### config.mk
export PLATFORM = sky130hd
export DESIGN_NAME = ula_arbiter_flat
export DESIGN_NICKNAME = d
export VERILOG_FILES = /design/src/rtl/ula_arbiter_if.sv /design/src/rtl/ula_arbiter.sv /design/src/flat_wrapper.sv
export SDC_FILE = /design/constraint.sdc
export NUM_CORES = 1
export LEC_CHECK = 0
export CELL_PAD_IN_SITES_DETAIL_PLACEMENT = 2
export CELL_PAD_IN_SITES_GLOBAL_PLACEMENT = 2
export CORE_ASPECT_RATIO = 1.2
export CORE_MARGIN = 1.5
export CORE_UTILIZATION = 24
export CTS_BUF_LIST = sky130_fd_sc_hd__clkbuf_16
export CTS_CLUSTER_DIAMETER = 200
export CTS_CLUSTER_SIZE = 25
export DETAILED_ROUTE_END_ITERATION = 7
export GPL_TIMING_DRIVEN = 0
export HOLD_SLACK_MARGIN = 0.03
export PLACE_DENSITY = 0.88
export SETUP_SLACK_MARGIN = 0.2
export SLEW_MARGIN = 0
export SYNTH_ARGS = -nofsm -noshare
export SYNTH_HDL_FRONTEND = slang
export SYNTH_SLANG_ARGS = --single-unit
### constraint.sdc
create_clock -name clk -period 4 [get_ports clk]
set_clock_uncertainty 0.15 [all_clocks]
set_input_delay 0.6 -clock clk [delete_from_list [all_inputs] [get_ports clk]]
set_output_delay 0.6 -clock clk [all_outputs]
set_load 0.005 [all_outputs]
### src/rtl/ula_arbiter_if.sv
// rtl/ula_arbiter_if.sv - requester, response and ULA-side signals of ula_arbiter
interface ula_arbiter_if #(
  parameter int DATA_W = 32,
  parameter int CNT_W  = 16
);
  logic              req0_valid;
  logic              req0_ready;
  logic [3:0]        req0_op;
  logic [DATA_W-1:0] req0_a;
  logic [DATA_W-1:0] req0_b;
  logic              req1_valid;
  logic              req1_ready;
  logic [3:0]        req1_op;
  logic [DATA_W-1:0] req1_a;
  logic [DATA_W-1:0] req1_b;
  logic              rsp0_valid;
  logic              rsp0_ready;
  logic              rsp1_valid;
  logic              rsp1_ready;
  logic [DATA_W-1:0] rsp_result;
  logic              rsp_zero;
  logic [3:0]        alu_ctrl;
  logic [DATA_W-1:0] alu_a;
  logic [DATA_W-1:0] alu_b;
  logic [DATA_W-1:0] alu_result;
  logic              alu_zero;
  logic              busy;
  logic [CNT_W-1:0]  op_count;

  modport slave (
    input  req0_valid, req0_op, req0_a, req0_b,
    input  req1_valid, req1_op, req1_a, req1_b,
    input  rsp0_ready, rsp1_ready, alu_result, alu_zero,
    output req0_ready, req1_ready, rsp0_valid, rsp1_valid,
    output rsp_result, rsp_zero, alu_ctrl, alu_a, alu_b, busy, op_count
  );

  modport master (
    output req0_valid, req0_op, req0_a, req0_b,
    output req1_valid, req1_op, req1_a, req1_b,
    output rsp0_ready, rsp1_ready, alu_result, alu_zero,
    input  req0_ready, req1_ready, rsp0_valid, rsp1_valid,
    input  rsp_result, rsp_zero, alu_ctrl, alu_a, alu_b, busy, op_count
  );
endinterface

### src/rtl/ula_arbiter.sv
// rtl/ula_arbiter.sv - shares one combinational ULA between two requesters
// Define ULA_ARB_RR_EN for round-robin tie-breaking; fixed priority (requester 0) otherwise.
module ula_arbiter #(
  parameter int DATA_W = 32,
  parameter int CNT_W  = 16
) (
  input  logic            clk,
  input  logic            rst_n,
  ula_arbiter_if.slave    bus
);

  typedef enum logic [1:0] {
    IDLE = 2'd0,
    EXEC = 2'd1,
    RESP = 2'd2
  } state_t;

  state_t            state_q, state_d;
  logic [3:0]        op_q, op_d;
  logic [DATA_W-1:0] a_q, a_d;
  logic [DATA_W-1:0] b_q, b_d;
  logic [DATA_W-1:0] result_q, result_d;
  logic              zero_q, zero_d;
  logic              owner_q, owner_d;
  logic              last_owner_q, last_owner_d;
  logic [CNT_W-1:0]  count_q, count_d;

  logic              grant1;
  logic              any_req;
  logic              req0_ready_c;
  logic              req1_ready_c;
  logic              owner_ack;

  always_comb begin
    any_req = bus.req0_valid | bus.req1_valid;
`ifdef ULA_ARB_RR_EN
    if (bus.req0_valid && bus.req1_valid) begin
      grant1 = ~last_owner_q;
    end else begin
      grant1 = bus.req1_valid;
    end
`else
    grant1 = bus.req1_valid & ~bus.req0_valid;
`endif
  end

  assign owner_ack = owner_q ? bus.rsp1_ready : bus.rsp0_ready;

  always_comb begin
    state_d      = state_q;
    op_d         = op_q;
    a_d          = a_q;
    b_d          = b_q;
    result_d     = result_q;
    zero_d       = zero_q;
    owner_d      = owner_q;
    last_owner_d = last_owner_q;
    count_d      = count_q;
    req0_ready_c = 1'b0;
    req1_ready_c = 1'b0;

    case (state_q)
      IDLE: begin
        if (any_req) begin
          req0_ready_c = ~grant1;
          req1_ready_c = grant1;
          op_d         = grant1 ? bus.req1_op : bus.req0_op;
          a_d          = grant1 ? bus.req1_a  : bus.req0_a;
          b_d          = grant1 ? bus.req1_b  : bus.req0_b;
          owner_d      = grant1;
          state_d      = EXEC;
        end
      end
      EXEC: begin
        result_d = bus.alu_result;
        zero_d   = bus.alu_zero;
        state_d  = RESP;
      end
      RESP: begin
        if (owner_ack) begin
          count_d      = count_q + 1'b1;
          last_owner_d = owner_q;
          state_d      = IDLE;
        end
      end
      default: begin
        state_d = IDLE;
      end
    endcase
  end

  always_ff @(posedge clk or negedge rst_n) begin
    if (!rst_n) begin
      state_q      <= IDLE;
      op_q         <= '0;
      a_q          <= '0;
      b_q          <= '0;
      result_q     <= '0;
      zero_q       <= 1'b0;
      owner_q      <= 1'b0;
      last_owner_q <= 1'b1;
      count_q      <= '0;
    end else begin
      state_q      <= state_d;
      op_q         <= op_d;
      a_q          <= a_d;
      b_q          <= b_d;
      result_q     <= result_d;
      zero_q       <= zero_d;
      owner_q      <= owner_d;
      last_owner_q <= last_owner_d;
      count_q      <= count_d;
    end
  end

  // Ready is combinational from IDLE, so hold it low while reset is asserted.
  assign bus.req0_ready = req0_ready_c & rst_n;
  assign bus.req1_ready = req1_ready_c & rst_n;
  assign bus.rsp0_valid = (state_q == RESP) & ~owner_q;
  assign bus.rsp1_valid = (state_q == RESP) & owner_q;
  assign bus.rsp_result = result_q;
  assign bus.rsp_zero   = zero_q;
  assign bus.alu_ctrl   = op_q;
  assign bus.alu_a      = a_q;
  assign bus.alu_b      = b_q;
  assign bus.busy       = (state_q != IDLE);
  assign bus.op_count   = count_q;

endmodule

### src/flat_wrapper.sv
// flat-port wrapper written by rule: the top's interface ports become plain ports
module ula_arbiter_flat 
#(
  parameter int DATA_W = 32,
  parameter int CNT_W  = 16
)
  (clk, rst_n, bus_req0_valid, bus_req0_op, bus_req0_a, bus_req0_b, bus_req1_valid, bus_req1_op, bus_req1_a, bus_req1_b, bus_rsp0_ready, bus_rsp1_ready, bus_alu_result, bus_alu_zero, bus_req0_ready, bus_req1_ready, bus_rsp0_valid, bus_rsp1_valid, bus_rsp_result, bus_rsp_zero, bus_alu_ctrl, bus_alu_a, bus_alu_b, bus_busy, bus_op_count);
  ula_arbiter_if #(.DATA_W(DATA_W), .CNT_W(CNT_W)) bus_i ();
  input  logic clk;
  input  logic rst_n;
  input wire logic [$bits(bus_i.req0_valid)-1:0] bus_req0_valid;
  input wire logic [$bits(bus_i.req0_op)-1:0] bus_req0_op;
  input wire logic [$bits(bus_i.req0_a)-1:0] bus_req0_a;
  input wire logic [$bits(bus_i.req0_b)-1:0] bus_req0_b;
  input wire logic [$bits(bus_i.req1_valid)-1:0] bus_req1_valid;
  input wire logic [$bits(bus_i.req1_op)-1:0] bus_req1_op;
  input wire logic [$bits(bus_i.req1_a)-1:0] bus_req1_a;
  input wire logic [$bits(bus_i.req1_b)-1:0] bus_req1_b;
  input wire logic [$bits(bus_i.rsp0_ready)-1:0] bus_rsp0_ready;
  input wire logic [$bits(bus_i.rsp1_ready)-1:0] bus_rsp1_ready;
  input wire logic [$bits(bus_i.alu_result)-1:0] bus_alu_result;
  input wire logic [$bits(bus_i.alu_zero)-1:0] bus_alu_zero;
  output wire logic [$bits(bus_i.req0_ready)-1:0] bus_req0_ready;
  output wire logic [$bits(bus_i.req1_ready)-1:0] bus_req1_ready;
  output wire logic [$bits(bus_i.rsp0_valid)-1:0] bus_rsp0_valid;
  output wire logic [$bits(bus_i.rsp1_valid)-1:0] bus_rsp1_valid;
  output wire logic [$bits(bus_i.rsp_result)-1:0] bus_rsp_result;
  output wire logic [$bits(bus_i.rsp_zero)-1:0] bus_rsp_zero;
  output wire logic [$bits(bus_i.alu_ctrl)-1:0] bus_alu_ctrl;
  output wire logic [$bits(bus_i.alu_a)-1:0] bus_alu_a;
  output wire logic [$bits(bus_i.alu_b)-1:0] bus_alu_b;
  output wire logic [$bits(bus_i.busy)-1:0] bus_busy;
  output wire logic [$bits(bus_i.op_count)-1:0] bus_op_count;
  assign bus_i.req0_valid = bus_req0_valid;
  assign bus_i.req0_op = bus_req0_op;
  assign bus_i.req0_a = bus_req0_a;
  assign bus_i.req0_b = bus_req0_b;
  assign bus_i.req1_valid = bus_req1_valid;
  assign bus_i.req1_op = bus_req1_op;
  assign bus_i.req1_a = bus_req1_a;
  assign bus_i.req1_b = bus_req1_b;
  assign bus_i.rsp0_ready = bus_rsp0_ready;
  assign bus_i.rsp1_ready = bus_rsp1_ready;
  assign bus_i.alu_result = bus_alu_result;
  assign bus_i.alu_zero = bus_alu_zero;
  assign bus_req0_ready = bus_i.req0_ready;
  assign bus_req1_ready = bus_i.req1_ready;
  assign bus_rsp0_valid = bus_i.rsp0_valid;
  assign bus_rsp1_valid = bus_i.rsp1_valid;
  assign bus_rsp_result = bus_i.rsp_result;
  assign bus_rsp_zero = bus_i.rsp_zero;
  assign bus_alu_ctrl = bus_i.alu_ctrl;
  assign bus_alu_a = bus_i.alu_a;
  assign bus_alu_b = bus_i.alu_b;
  assign bus_busy = bus_i.busy;
  assign bus_op_count = bus_i.op_count;
  ula_arbiter #(.DATA_W(DATA_W), .CNT_W(CNT_W)) u_core (.clk(clk), .rst_n(rst_n), .bus(bus_i));
endmodule
==> results.sh, run 1 <==
export IMPL_status="finished, final reports clean"
export IMPL_internal_power_uw=4390
export IMPL_p_clk_share_pct=26.2
export IMPL_pwr_share_seq_pct=33.1
export IMPL_grt_pass1_wl_mm=30.5
export IMPL_cts_post_setup_buffers_inserted=0
export IMPL_initial_utilization_pct=24.6
export IMPL_drt_drc_violations_left=0
export IMPL_hold_path_class="reg -> reg"
export IMPL_ys_warn_count=0
export IMPL_via_count=4712
export IMPL_switchingPower_uw=2000
export IMPL_grt_max_degree=65
export IMPL_coreArea_um2=21100
export IMPL_cp_required_ps=3250
export IMPL_place_area_um2=8520
export IMPL_async_flop_share_pct=100
export IMPL_cts_resized=0
export IMPL_ir_worst_vdd_mv=0.299
export IMPL_fin_crit_ps=3510
export IMPL_power_density_nw_per_um2=697
export IMPL_synth_seq_cells=120
export IMPL_num_rows=58
export IMPL_viasPerCell=4.50
export IMPL_max_freq_mhz=285
export IMPL_cts_tree="built"
export IMPL_drive_above_1_share_pct=10.7
export IMPL_layout_commonest_cell="clkdlybuf4s50_1"
export IMPL_worstSetupStartpointType="input port"
export IMPL_power_frac_comb_pct=40.8
export IMPL_gp_congestion=0.748
export IMPL_crit_fanout=64
export IMPL_worstMarginPinSlew_ps=737
export IMPL_die_area_um2=22500
export IMPL_synth_nets=622
export IMPL_crit_arrival_ps=2760
export IMPL_max_cap_viol_count=0
export IMPL_syn_area_um2=5190
export IMPL_rsz0062_at_grt="false"
export IMPL_area_delta_synth_final_pct=76.6
export IMPL_antenna_found_initial=0
export IMPL_port_buffers=296
export IMPL_synth_cells=446
export IMPL_clkTransAtPathRegs_ps=60
export IMPL_p_sw_share_pct=31.3
export IMPL_seq_area_frac_synth_pct=57.9
export IMPL_final_nets=939
export IMPL_ys_flop_type="dfrtp_1"
export IMPL_overflow=0
export IMPL_drv_slew=0
export IMPL_tns_ps=0
export IMPL_clockBufferDepth=2
export IMPL_h_tree_depth=4
export IMPL_synth_area_per_cell_um2=11.6
export IMPL_cellLeakagePower_uw=0.00382
export IMPL_clock_sinks=120
export IMPL_final_cell_mix="clkdlybuf4s50_1, dfrtp_1, nand2_1"
export IMPL_cts_made_buffers=17
export IMPL_wire_per_inst_um=19.0
export IMPL_synth_edf_count=0
export IMPL_firstDrtPassIters=4
export IMPL_cts_root_buf="clkbuf_16"
export IMPL_clk_latency_ps=410
export IMPL_synth_cell_type_count=22
export IMPL_final_area_um2=9170
export IMPL_die_h_um=164
export IMPL_drtAntennaViolNets=0
export IMPL_grt_total_usage_pct=18.2
export IMPL_crit_type="in -> out"
export IMPL_finalWirelength_mm=19.9
export IMPL_setup_violations_final=0
export IMPL_hpwlAfterDp_mm=15.6
export IMPL_worst_setup_path_end_kind="output port"
export IMPL_hold_violations=0
export IMPL_period_share_pct=87.9
export IMPL_first_iter_violations=141
export IMPL_diodes=0
export IMPL_grt_pass1_vias=5385
export IMPL_die_w_um=137
export IMPL_io_pins=297
export IMPL_timing_slew_headroom_pct=49.4
layout make-up:
type / count / area (um2)
plain buffers: 27 / 126
clock buffers: 17 / 425
clock inverters: 15 / 210
fillers: 2164 / 12000
inverters: 6 / 22.5
multi-input cells: 293 / 2040
flip-flops and latches: 120 / 3000
well taps: 270 / 338
repair buffers: 298 / 3000
what timing repair did:
item | in CTS | in global routing
endpoints found under the setup margin | 0 | 0
hold endpoints to repair | 8 | 0
hold buffers | 1 | 0
cell usage after synthesis (4+ instances only):
cell / instances / area, um2
inv_1: 6 / 22.5
o21ai_0: 70 / 350
nand2_1: 73 / 274
nor2_1: 7 / 26.3
nand3_1: 7 / 35.0
xnor2_1: 12 / 105
buf_2: 14 / 70.1
dfrtp_1: 120 / 3000
mux2i_1: 69 / 691
mux2_2: 34 / 383
clkbuf_1: 11 / 41.3
and3_1: 4 / 25.0
critical path, stage by stage:
cell,delay (ps)
dlygate4sd3_1,540
buf_6,450
buf_16,350
and3_1,230
clkdlybuf4s50_1,510
metrics by stage:
stage / total power [uW] / cells / hold slack [ps] / util (%) / worst slack, ps
2_1_floorplan: 3000 / 446 / 154 / - / 1850
3_3_place_gp: 4640 / 1012 / 310 / 40.2 / -3180
3_5_place_dp: 4800 / 1013 / 322 / 40.3 / 502
4_1_cts: 6530 / 1046 / 333 / 43.4 / 428
5_1_grt: 6850 / 1046 / 360 / 43.4 / 282
6_report: 6390 / 1046 / 328 / 43.4 / 485
path summary, 6_finish.rpt:
kind | from | cells past startpoint | endpoint | slack [ps]
max | rst_n | 5 | bus_req0_ready | 490
min | u_core.bus.alu_a[2] | 2 | u_core.bus.alu_a[2] | 330
max reg2reg | u_core.state_q[1] | 7 | u_core.bus.alu_b[6] | 1880
min reg2reg | u_core.bus.alu_a[2] | 2 | u_core.bus.alu_a[2] | 330
max in group asynchronous | rst_n | 3 | u_core.bus.rsp_result[26] | 2380
min in group asynchronous | rst_n | 2 | u_core.bus.alu_b[12] | 560
kinds of logic (layout without fill, tap and decap cells):
kind of cell / after synthesis / in the layout / synth area share [%]
AO/OA/AOI/OAI: 72 / 72 / 6.94
XOR/XNOR: 15 / 15 / 2.53
adder cells (fa/ha/maj): 1 / 1 / 0.241
buffers and inverters: 33 / 363 / 2.87
flip-flops: 120 / 120 / 57.9
multiplexers: 103 / 103 / 20.7
AND/OR/NAND/NOR: 102 / 102 / 8.87
sequential cells by signal (all words and copies together) (netlist names):
signal and count:
u_core.bus.rsp_zero 1, u_core.bus.alu_ctrl 4, u_core.state_q 2, u_core.bus.alu_b 32
u_core.bus.rsp_result 32, u_core.bus.op_count 16, u_core.owner_q 1, u_core.bus.alu_a 32
per-layer routing:
metal | track usage, % | share of wire [%] | up-vias
met5 | 0 | 0 | -
met1 | 18.7 | 36 | 2332
li1 | - | - | 2159
met2 | 33.9 | 54 | 204
met3 | 7.25 | 9.5 | 17
met4 | 4.59 | 1.0 | 0
power by group through the flow:
stage	clock network [uW]	registers, uW	logic (uW)
3_5_place_dp	0	2140	2660
3_3_place_gp	0	2080	2550
6_report	1670	2110	2610
4_1_cts	1720	2130	2680
5_1_grt	1770	2190	2880
2_1_floorplan	0	2120	872
Note: power is estimated with default switching activity, not from simulation.
==> inputs of run 2 (changes only) <==
Settings changed: SLEW_MARGIN 0 to 40.
==> run 2 against run 1 <==
Wire length down 1.2%. Final cell count unchanged. Via count down 0.38%. Combinational power about the same. Non-clock buffer count unchanged.
==> results.sh, run 2 (synthesized netlist as in run 1, its figures left out) <==
export IMPL_crit_type="in -> out"
export IMPL_critical_path_top_delay_family="buffers and inverters"
export IMPL_tns_ps=0
export IMPL_max_cap_viol_count=0
export IMPL_drtAntennaViolNets=0
export IMPL_cts_tree="built"
export IMPL_grt_total_usage_pct=18.0
export IMPL_first_iter_violations=137
export IMPL_hp_start="u_core.bus.alu_a[2]"
export IMPL_setup_violations_final=0
export IMPL_finalWirelength_mm=19.6
export IMPL_die_w_um=137
export IMPL_worst_setup_path_end_kind="output port"
export IMPL_final_area_um2=9170
export IMPL_postCtsHoldBufs=1
export IMPL_path_cells="dlygate4sd3_1 > buf_8 > buf_16 > and3_1 > clkdlybuf4s50_1"
export IMPL_regArea_um2=3000
export IMPL_regToRegSetupSlack_ps=1800
export IMPL_fillers=2176
export IMPL_drive_above_1_share_pct=10.7
export IMPL_antenna_found_initial=0
export IMPL_die_area_um2=22500
export IMPL_diodes=0
export IMPL_cellLeakagePower_uw=0.00382
export IMPL_gp_congestion=0.748
export IMPL_grt_pass1_vias=5362
export IMPL_power_uw=6370
export IMPL_hold_violations=0
export IMPL_drt_drc_violations_left=0
export IMPL_ir_worst_vdd_mv=0.275
export IMPL_min_to="u_core.bus.alu_a[2]"
export IMPL_coreArea_um2=21100
export IMPL_cp_required_ps=3250
export IMPL_grt_pass1_wl_mm=30.3
export IMPL_switchingPower_uw=1980
export IMPL_via_count=4694
export IMPL_drv_slew=0
export IMPL_clk_latency_ps=400
export IMPL_p_clk_share_pct=26.1
export IMPL_viasPerCell=4.49
export IMPL_clockBufferDepth=2
export IMPL_grt_max_degree=65
export IMPL_multi_input_area_um2=2040
export IMPL_worstMarginPinSlew_ps=772
export IMPL_hold_path_class="reg -> reg"
export IMPL_slowest_delay_ps=560
export IMPL_cts_resized=0
export IMPL_rr_startpoint="u_core.state_q[1]"
export IMPL_port_buffers=296
export IMPL_io_pins=297
export IMPL_period_share_pct=86.0
export IMPL_worstSetupStartpointType="input port"
export IMPL_reg2reg_depth=7
export IMPL_place_area_um2=8520
export IMPL_crit_arrival_ps=2690
export IMPL_power_density_nw_per_um2=695
export IMPL_timing_slew_headroom_pct=47.0
export IMPL_clock_sinks=120
export IMPL_internal_power_uw=4390
export IMPL_path_buf_inv=4
export IMPL_max_freq_mhz=291
export IMPL_cts_made_buffers=17
export IMPL_h_tree_depth=4
export IMPL_crit_fanout=64
export IMPL_final_nets=939
export IMPL_whs_path_depth=2
export IMPL_power_frac_comb_pct=40.8
export IMPL_fin_crit_ps=3440
export IMPL_status="finished, final reports clean"
export IMPL_crit_start="rst_n"
export IMPL_initial_utilization_pct=24.6
export IMPL_area_delta_synth_final_pct=76.7
export IMPL_final_cell_mix="clkdlybuf4s50_1, dfrtp_1, nand2_1"
export IMPL_rsz0062_at_grt="false"
export IMPL_layout_commonest_cell="clkdlybuf4s50_1"
export IMPL_num_rows=58
export IMPL_die_h_um=164
export IMPL_p_sw_share_pct=31.0
export IMPL_overflow=0
export IMPL_clkTransAtPathRegs_ps=50
export IMPL_hpwlAfterDp_mm=15.6
export IMPL_finalNonFillerCells=1046
export IMPL_cts_post_setup_buffers_inserted=0
export IMPL_pwr_share_seq_pct=33.1
export IMPL_cts_root_buf="clkbuf_16"
export IMPL_wire_per_inst_um=18.8
export IMPL_fin_hold_ws_ps=327
export IMPL_firstDrtPassIters=4
export IMPL_r2r_end="u_core.bus.alu_b[23]"
export IMPL_crit_slowest_cell="dlygate4sd3_1"
export IMPL_dp_cells=1013
-- run 2: cell counts in the layout (fill, tap and decap cells not counted) --
Identical to the previous run, type by type.
-- run 2: worst max path at each step --
stage | slack [ps] | depth (start not counted) | endpoint
final | 560 | 5 | bus_req1_ready
after global routing | 350 | 5 | bus_req1_ready
after CTS | 470 | 7 | bus_req1_ready
after detailed placement | 490 | 7 | bus_req1_ready
after global placement | -3180 | 3 | bus_req1_ready
after floorplan | 1850 | 5 | bus_req1_ready
-- run 2: power groups by stage --
| stage | combinational (uW) | sequential [uW] | clock (uW) |
|---|---|---|---|
| 2_1_floorplan | 872 | 2120 | 0 |
| 3_3_place_gp | 2550 | 2080 | 0 |
| 3_5_place_dp | 2660 | 2140 | 0 |
| 4_1_cts | 2680 | 2120 | 1720 |
| 5_1_grt | 2880 | 2190 | 1770 |
| 6_report | 2600 | 2110 | 1660 |
-- run 2: area by class of cell --
class,instances,share of cell area [%]
Multi-Input combinational cell,293,22.2
Sequential cell,120,32.8
Inverter,6,0.246
Clock inverter,15,2.29
Timing Repair Buffer,298,32.8
Buffer,27,1.38
Tap cell,270,3.68
Clock buffer,17,4.64
-- run 2: worst reg2reg max path: cells and delay by family (launching register included) --
family,cells,cell delay [ps]
AO/OA/AOI/OAI,2,310
buffers and inverters,3,700
flip-flops,1,420
AND/OR/NAND/NOR,2,460
-- run 2: layer usage --
metal  global-route usage, %  part of all wire [%]  wire length, um
met4                    4.02                  0.59              116
met3                    7.47                   9.8             1930
met2                    33.4                    54            10600
met5                       0                     0                0
met1                    18.8                    35             6960
-- run 2: through the flow --
step | setup WS [ps] | util [%]
floorplan | 1850 | -
detailed placement | 486 | 40.4
global route | 354 | 43.4
global placement | -3180 | 40.2
finish | 560 | 43.4
CTS | 473 | 43.4
